[config.mk]
export PLATFORM = sky130hd
export DESIGN_NAME = tt_sweep_ctrl
export DESIGN_NICKNAME = d
export VERILOG_FILES = /design/src/rtl/tt_pkg.sv /design/src/rtl/tt_sweep_ctrl.sv
export SDC_FILE = /design/constraint.sdc
export NUM_CORES = 1
export LEC_CHECK = 0
export ABC_AREA = 0
export CAP_MARGIN = 20
export CORE_AREA = 2 2 79 81
export CTS_BUF_LIST = sky130_fd_sc_hd__clkbuf_4 sky130_fd_sc_hd__clkbuf_8
export CTS_CLUSTER_SIZE = 28
export DETAILED_ROUTE_END_ITERATION = 7
export DIE_AREA = 0 0 81 83
export HOLD_SLACK_MARGIN = 0.12
export PLACE_DENSITY_LB_ADDON = 0.2
export SLEW_MARGIN = 15
export SYNTH_ARGS = -nofsm -noshare
export SYNTH_HDL_FRONTEND = slang
export SYNTH_SLANG_ARGS = --single-unit
[constraint.sdc]
create_clock -name clk -period 1.95 [get_ports clk]
set_input_delay 0.195 -clock clk [delete_from_list [all_inputs] [get_ports clk]]
set_output_delay 0.195 -clock clk [all_outputs]
set_load 0.02 [all_outputs]
[src/rtl/tt_pkg.sv]
// rtl/tt_pkg.sv - shared types and constants for the truth-table sweep controller
package tt_pkg;

  typedef enum logic [1:0] {
    S_IDLE,
    S_SETTLE,
    S_SAMPLE,
    S_FIN
  } state_t;

  localparam int N_IN_DEFAULT = 4;
  localparam int NVEC         = 1 << N_IN_DEFAULT;
  localparam int SETTLE_W     = 4;

endpackage

[src/rtl/tt_sweep_ctrl.sv]
// rtl/tt_sweep_ctrl.sv - sweeps a boolean function through all input vectors and checks its truth table
module tt_sweep_ctrl
  import tt_pkg::*;
#(
  parameter int N_IN   = N_IN_DEFAULT,
  parameter int SETTLE = 1
) (
  input  logic                  clk,
  input  logic                  rst_n,
  input  logic                  start,
  input  logic                  abort,
  input  logic [(1<<N_IN)-1:0]  expected,
  output logic [N_IN-1:0]       f_in,
  input  logic                  f_out,
  output logic                  busy,
  output logic                  done,
  output logic [(1<<N_IN)-1:0]  table_out,
  output logic                  pass,
  output logic [N_IN:0]         err_count,
  output logic [N_IN-1:0]       first_err_idx,
  output logic                  first_err_valid
);

  localparam int NV = 1 << N_IN;
  localparam logic [SETTLE_W-1:0] SETTLE_LAST = SETTLE_W'((SETTLE == 0) ? 0 : SETTLE - 1);
  localparam logic [N_IN-1:0]     LAST_VEC    = {N_IN{1'b1}};
  // With no settle time every vector is sampled back-to-back from SAMPLE.
  localparam state_t VEC_ENTRY = (SETTLE == 0) ? S_SAMPLE : S_SETTLE;

  state_t              state;
  logic [NV-1:0]       exp_q;
  logic [SETTLE_W-1:0] settle_cnt;
  logic                mismatch;

  always_comb begin
    mismatch = (f_out != exp_q[f_in]);
  end

  always_ff @(posedge clk or negedge rst_n) begin
    if (!rst_n) begin
      state           <= S_IDLE;
      exp_q           <= '0;
      settle_cnt      <= '0;
      f_in            <= '0;
      busy            <= 1'b0;
      done            <= 1'b0;
      table_out       <= '0;
      pass            <= 1'b0;
      err_count       <= '0;
      first_err_idx   <= '0;
      first_err_valid <= 1'b0;
    end else begin
      done <= 1'b0;
      case (state)
        S_IDLE: begin
          if (start) begin
            exp_q           <= expected;
            f_in            <= '0;
            table_out       <= '0;
            err_count       <= '0;
            first_err_idx   <= '0;
            first_err_valid <= 1'b0;
            pass            <= 1'b0;
            settle_cnt      <= '0;
            busy            <= 1'b1;
            state           <= VEC_ENTRY;
          end
        end
        S_SETTLE: begin
          if (abort) begin
            state <= S_IDLE;
            busy  <= 1'b0;
            pass  <= 1'b0;
          end else begin
            settle_cnt <= settle_cnt + SETTLE_W'(1);
            if (settle_cnt == SETTLE_LAST) begin
              state <= S_SAMPLE;
            end
          end
        end
        S_SAMPLE: begin
          if (abort) begin
            state <= S_IDLE;
            busy  <= 1'b0;
            pass  <= 1'b0;
          end else begin
            table_out[f_in] <= f_out;
            if (mismatch) begin
              err_count <= err_count + (N_IN+1)'(1);
              if (!first_err_valid) begin
                first_err_idx   <= f_in;
                first_err_valid <= 1'b1;
              end
            end
            // pass folds in the last vector's compare, which lands on this same edge.
            if (f_in == LAST_VEC) begin
              state <= S_FIN;
              busy  <= 1'b0;
              done  <= 1'b1;
              pass  <= (err_count == '0) && !mismatch;
            end else begin
              f_in       <= f_in + N_IN'(1);
              settle_cnt <= '0;
              state      <= VEC_ENTRY;
            end
          end
        end
        S_FIN: begin
          state <= S_IDLE;
        end
        default: begin
          state <= S_IDLE;
        end
      endcase
    end
  end

endmodule

Word level (Yosys, flattened, before mapping)
Cells that the tools add are included.
W data, S select, Z words.
{"block": "word_totals", "regBits": 55, "out_inout_bits": 33, "elab_cells": 91}
{"block": "classes", "add_sub_neg": 3, "order_cmp": 2, "n_eq_ne": 14, "n_mux": 45, "n_reduce_logical": 16}
{"operator": "$mux W4", "count": 9}
{"operator": "$mux W16", "count": 2}
{"operator": "$pmux W16 S2", "count": 1}
{"operator": "$bwmux W16", "count": 1}
{"operator": "$pmux W4 S2", "count": 2}
{"operator": "$mux W5", "count": 3}
{"operator": "$mux W1", "count": 14}
{"operator": "$ne A2 B2 Y1 const B", "count": 7}
{"operator": "$pmux W4 S3", "count": 1}
{"operator": "$reduce_and A4 Y1", "count": 3}
{"operator": "$mux W2", "count": 5}
{"operator": "$pmux W5 S2", "count": 1}
{"operator": "$reduce_and A5 Y1", "count": 2}
{"operator": "$add A4 B1 Y4 const B", "count": 2}
{"operator": "$pmux W2 S4", "count": 1}
{"operator": "$ne A3 B3 Y1 const B", "count": 2}
{"operator": "$pmux W1 S3", "count": 2}
{"operator": "$add A5 B1 Y5 const B", "count": 1}
{"operator": "$logic_not A5 Y1", "count": 1}
{"operator": "$lt A4 B5 Y1 const B", "count": 1}
{"operator": "$bmux W1 S4", "count": 1}
{"operator": "$demux W1 S4", "count": 1}
{"operator": "$eq A2 B2 Y1 const B", "count": 2}
{"operator": "$eq A4 B4 Y1 const B", "count": 1}
{"operator": "other kinds (12)", "count": 14}

Depth between registers and ports, before layout
Gate-level depths: netlist of run 1.
{"block": "logic_depth", "word_depth": 8, "ltp_mapped": 8}

Least setup slack after synthesis of run 1
No wires, ideal clock.
{"block": "synth_timing", "path_type": "register to register", "from": "reg f_in[2]", "to": "reg err_count[1]", "setup_time_ns": 0.130, "t_arrival_ns": 2.001, "t_required_ns": 1.820, "setup_slack_ns": -0.181, "path_stages_with_launch": 8, "n_path_buf": 1, "cell_sequence": "dfrtp_1 -> buf_6 -> mux4_1 -> nand2_1 -> nand3_1 -> and3_4 -> o31ai_4 -> o22ai_1"}
{"block": "synth_via", "elab_chain_cells": 5}
{"item": "from (decl)", "line": "tt_sweep_ctrl.sv:13", "source": "output logic [N_IN-1:0] f_in,"}
{"item": "from (signal assigned)", "line": "tt_sweep_ctrl.sv:102", "source": "f_in <= f_in + N_IN'(1);"}
{"item": "$bmux W1 S4", "line": "tt_sweep_ctrl.sv:36", "source": "mismatch = (f_out != exp_q[f_in]);"}
{"item": "$mux W1 (implied by the code)", "line": "tt_sweep_ctrl.sv:36"}
{"item": "$ne A1 B1 Y1", "line": "tt_sweep_ctrl.sv:36"}
{"item": "$ne A2 B2 Y1 (no source line)"}
{"item": "$reduce_and A4 Y1 (no source line)"}
{"item": "to (signal assigned)", "line": "tt_sweep_ctrl.sv:89", "source": "err_count <= err_count + (N_IN+1)'(1);"}
{"item": "to (decl)", "line": "tt_sweep_ctrl.sv:19", "source": "output logic [N_IN:0] err_count,"}
Every way passes these cells. The select of a mux whose other input is x is not followed.
A chain may end at the register's enable or synchronous reset.

Final worst setup path of run 1
Same ends and word-level chain as after synthesis.

==> flow_summary.ini, run 1 <==
[global_routing]
busiest_layer = met2
grt_util_met1_pct = 26.6
grt_use_met2_pct = 30.6
grt_max_degree = 30
grt_pass1_vias = 2174
globalRouteTotalUtil_pct = 19.5
met3_usage_pct = 4.24
grt_pass1_wl_um = 10200
grt-ovfl-total = 0
antenna_found_initial = 0

[logic_synthesis]
synth-edff-count = 0
netlist_top_cells_area = dfrtp_1 49%, o21ai_0 6.9%, mux2_2 6.4%
yosysWarnings = 0
synth_area_mm2 = 0.00283
ys_seq_area_share_pct = 48.7
yosysTopAreaCell = dfrtp_1
synthCells = 274
syn_area_per_cell_um2 = 10.3
synth_fp_nets = 307
yosys.cell_types.count = 42
yosys_register_bits = 55
synth_top_area_share_pct = 48.7
synthFlopType = dfrtp_1
synthArstFlopShare_pct = 100

[sta]
timing.final.crit_share_pct = 105
tns_ns = -0.484
rsz0062_at_grt = true
finalHoldViolCount = 0
min_period_ns = 2.04
fmax_ghz = 0.490
skew_ns = 0.00747
slew_headroom_pct = 55.8
fin_ws_ns = -0.0920
slew_viol_final = 0
hold_slack_ns = 0.441
tightest_slew_ns = 0.664
finalSetupViolCount = 8

[worst_setup_path]
path_max_fanout = 6
cp-end-kind = flip-flop
start_kind = flip-flop
required_ns = 2.14
reg2reg_slack_ns = -0.09
cp.arrival_ns = 2.23
path_class = flip-flop to flip-flop

[layout]
fillerInstances = 493
layout.cells.non_filler = 422
layout-drive-gt1-share_pct = 18.7
area_growth_pct = 33.4
fin_util_pct = 64.8
nets = 379
antenna_cells = 0
multiInputGateArea_mm2 = 0.00142
seq_area_mm2 = 0.00138

[floorplanning]
dieArea_mm2 = 0.00672
num_rows = 28
die_x_um = 81
initial_core_util_pct = 48.6
core_mm2 = 0.00582
pin_count = 54
fp.dieH_um = 83

[clock_network]
post_cts_buffers = 0
worstSkewPairLatency_ns = 0.31
path_clk_slew_ns = 0.09
cts_tree = done
clockBufferDepth = 2
cts_made_buffers = 5
cts-root-buf = clkbuf_8
clkSinkCount = 55
htree_num_levels = 2

[worst_hold_path]
min_path_type = input pin to asynchronous set/reset pin

[routing]
first_iter_violations = 145
detail_route.wl_per_cell_um = 14.4
viasPerCell = 5.35
drc = 0
num_vias = 2256
ant_nets = 0
wl_um = 6090
firstDrtPassIters = 4

[placement]
place_congestion = 0.827
dp_cells = 413
dpl_worst_slack_ns = -0.0855
io_buffers = 53
dp_hpwl_um = 4570

[run]
drv_cap = 0

[power]
p_leak_nw = 1.61
peakVddDrop_uv = 554
power_density_mw_per_mm2 = 1060

[run_status]
status = complete, but fails checks
violations = setup timing
-- sequential cells by signal, indices dropped and copies added, names as in the netlist, 2 cells and up --
name	count
exp_q	16
table_out	16
err_count	5
f_in	4
first_err_idx	4
settle_cnt	4
state	2
-- worst paths after layout --
check,from,depth (start not counted),to
worst max-delay path,f_in[2],6,err_count[1]
worst min-delay path,rst_n,2,settle_cnt[0]
worst max register to register,f_in[2],6,err_count[1]
worst min register to register,busy,2,busy
max in group asynchronous,rst_n,3,first_err_idx[0]
min in group clk,busy,2,busy
-- metrics by stage --
step                      cell area, um2  power (mW)
after detailed placement            3570        3.15
after global routing                3770        4.28
after global placement              3570        3.11
after floorplan                     2830        2.56
final                               3770        4.01
after CTS                           3710        3.96
-- worst max-delay path, cell delays in order (launching register included) --
cell and delay [ns]:
dfrtp_2 0.45, mux2_4 0.30, or3_4 0.33, a41o_4 0.24, and3_4 0.16, o31ai_4 0.29
o22ai_1 0.14
-- where the power goes --
group          switching [mW]  internal, mW  leakage [nW]  total [mW]
Sequential              0.163          1.39         0.724        1.56
Combinational           0.857         0.813         0.828        1.67
Clock                   0.369         0.416        0.0612       0.784
Total                    1.39          2.62          1.61        4.01
-- cell usage in the layout, fill, tap and decap left out, types with 6 or more instances in the layout --
cell             Yosys  routed
nand3_1              8       6
o21ai_0             39      38
clkdlybuf4s50_1      0      52
nand2_1             30      30
inv_1               14      14
dfrtp_1             55      54
ha_1                12      10
nor2_1              13      13
mux2_2              16      16
a21oi_1              7       7
a21boi_0            15      15
clkbuf_8             0       6
buf_4                0      19
o22ai_1              8       8
-- metal layers --
layer  up-vias  wire [um]
li1       1115          -
met1      1086       2800
met2        49       2980
met3         6        223
met4         0         81
met5         -          0
-- kinds of logic after synthesis --
| group | synth area share [%] |
|---|---|
| and+or+nand+nor | 12.9 |
| AOI/OAI and AO/OA | 18.8 |
| buffers and inverters | 3.50 |
| muxes | 10.2 |
| DFF | 48.7 |
| adders and majority gates | 5.31 |
| xor gates and xnor gates | 0.620 |
-- layout make-up --
type,instances,share of cell area [%]
repair buffers,75,18.8
clock inverters,2,0.929
flip-flops and latches,55,36.5
clock buffers,6,2.19
inverters,14,1.39
well taps,75,2.49
multi-input cells,195,37.6
-- synthesized netlist by cell type, drive strengths merged (2+ instances only) --
cell type   n
dfrtp      55
o21ai      40
nand2      30
mux2       17
a21boi     15
inv        14
nor2       13
ha         12
nand3       9
a21oi       8
clkbuf      8
o22ai       8
nor2b       5
mux2i       4
nand2b      4
nand4       3
a21o        2
a22o        2
and2        2
and3        2
buf         2
mux4        2
o41ai       2
or2         2
xnor2       2
-- repair_timing --
action	4_1_cts	5_1_grt
hold buffers	1	0
cloned	0	0
hold endpoints to repair	28	0
endpoints found under the setup margin	11	33
pin swaps	1	0
gates resized for setup	2	14
Power figures use the tool's default switching activity.
==> inputs of run 2 (changes only) <==
- ABC_AREA: 0 -> not set
- SLEW_MARGIN: 15 -> 25
==> results of run 2 <==
The final DEF is identical to that of run 1; final timing and power are the same.
==> variant (config.mk and constraints of run 2) <==
Make the reset (`rst_n`) synchronous in one clocked block.
--- a/src/rtl/tt_sweep_ctrl.sv
+++ b/src/rtl/tt_sweep_ctrl.sv
@@ -38,3 +38,3 @@
 
-  always_ff @(posedge clk or negedge rst_n) begin
+  always_ff @(posedge clk) begin
     if (!rst_n) begin
Formal check against the unedited RTL: differs if rst_n is asserted again (counterexample within 4 cycles, from zero or initial values and one cycle with rst_n low); with rst_n held inactive, the same outputs for 10 cycles.
==> variant against run 2 <==
The flow still finishes with violations (setup timing); setup slack got worse by 0.23 ns; non-clock buffer count rose by 12; design area rose by 3.3%; utilization rose by 2.2 points; sequential cell count did not move; cell count rose by 19%; highest routed layer unchanged; critical path type unchanged; area after synthesis rose by 6.2%; critical endpoint is now err_count[4]$_SDFFE_PN0P_; wire length rose by 27%; first-iteration DRC count rose by 14%.
Power is not compared: it rests on default switching activity, and its combinational part moved more than twofold at a synthesized area within 25%.
==> variant: results <==
group,metric,value,unit
finish,instances_no_fill,503,
timing,worstMarginPinSlew,0.508,ns
synth,yosysSeqAreaShare,0.367,
finish,fillers,503,
global_route,met3_usage,0.0413,
global_route,gr-usage-met2,0.368,
worst_setup_path,max_stage_delay,0.58,ns
synth,synthAdderAreaFrac,0.0500,
synth,synth_xor_area_frac,0.0121,
clock_network,cts_setup_buffers,4,
clock_network,post_cts_resize_count,3,
worst_setup_path,reg2reg_depth,5,
global_route,grt_max_degree,33,
placement,pre_cts_ws,-0.365,ns
placement,dp.cells,489,
clock_network,cts_root_buf,"clkbuf_8",
clock_network,clk_path_buf_depth,2,
worst_setup_path,reg2reg_from,"f_in[0]$_SDFFE_PN0P_",
worst_setup_path,crit_end,"err_count[4]$_SDFFE_PN0P_",
synth,ys_types,51,
status,status,"finished with violations",
synth,synth_compound_area_frac,0.226,
synth,syn-num-nets,398,
worst_hold_path,min_path_type,"in -> reg",
finish,layout-drive-gt1-share,0.152,
synth,synthesis.area_per_instance,8.22,um^2
routing,drtIter0Drc,166,
placement,place_area,3720,um^2
global_route,grt_pass1_vias,2675,
timing,holdWs,0.416,ns
worst_setup_path,arrival,2.52,ns
routing,wl_per_cell,15.3,um
synth,muxShareOfSynthArea,0.0559,
timing,skew,0.00560,ns
synth,ys_warn_count,0,
global_route,track_usage,0.228,
status,violations,"setup timing",
placement,gp_routability_congestion,0.791,
timing,fin_ws,-0.319,ns
synth,synth_async_sr_flop_share,0,
synth,synthTopCellsByArea,"dfxtp_1 (37%), a21oi_1 (7.2%), nand2_1 (6.9%), ha_1 (5.0%), nand4_1 (4.4%)",
timing,setup_viol,11,
synth,yosys.area.top_type,"dfxtp_1",
worst_setup_path,critPathMaxFanout,5,
worst_setup_path,slowest_stage,"mux4_2",
finish,fin_nets,460,
timing,fin_tns_setup,-2.76,ns
routing,avgViaCountPerCell,5.78,
variant: cell type report:
| type | count | area (um^2) | share of cell area |
|---|---|---|---|
| inverters | 11 | 41.3 | 0.0106 |
| clock buffers | 5 | 68.8 | 0.0177 |
| multi-input cells | 267 | 1760 | 0.453 |
| well taps | 75 | 93.8 | 0.0241 |
| clock inverters | 3 | 23.8 | 0.00610 |
| flip-flops and latches | 55 | 1100 | 0.284 |
| repair buffers | 87 | 798 | 0.205 |
variant: routing by layer:
metal | share of wire | vias to the layer above | wire length [um]
met1 | 0.48 | 1400 | 3670
met3 | 0.037 | 10 | 289
li1 | - | 1443 | -
met2 | 0.47 | 56 | 3660
met4 | 0.013 | 0 | 99
met5 | 0 | - | 0
variant: critical path: cells and delay by family, from the launching register on:
family | cells | cell delay (ns)
flip-flops | 1 | 0.40
AO/OA/AOI/OAI | 1 | 0.13
multiplexers | 2 | 1.09
AND/OR/NAND/NOR | 1 | 0.40
XOR/XNOR | 1 | 0.18
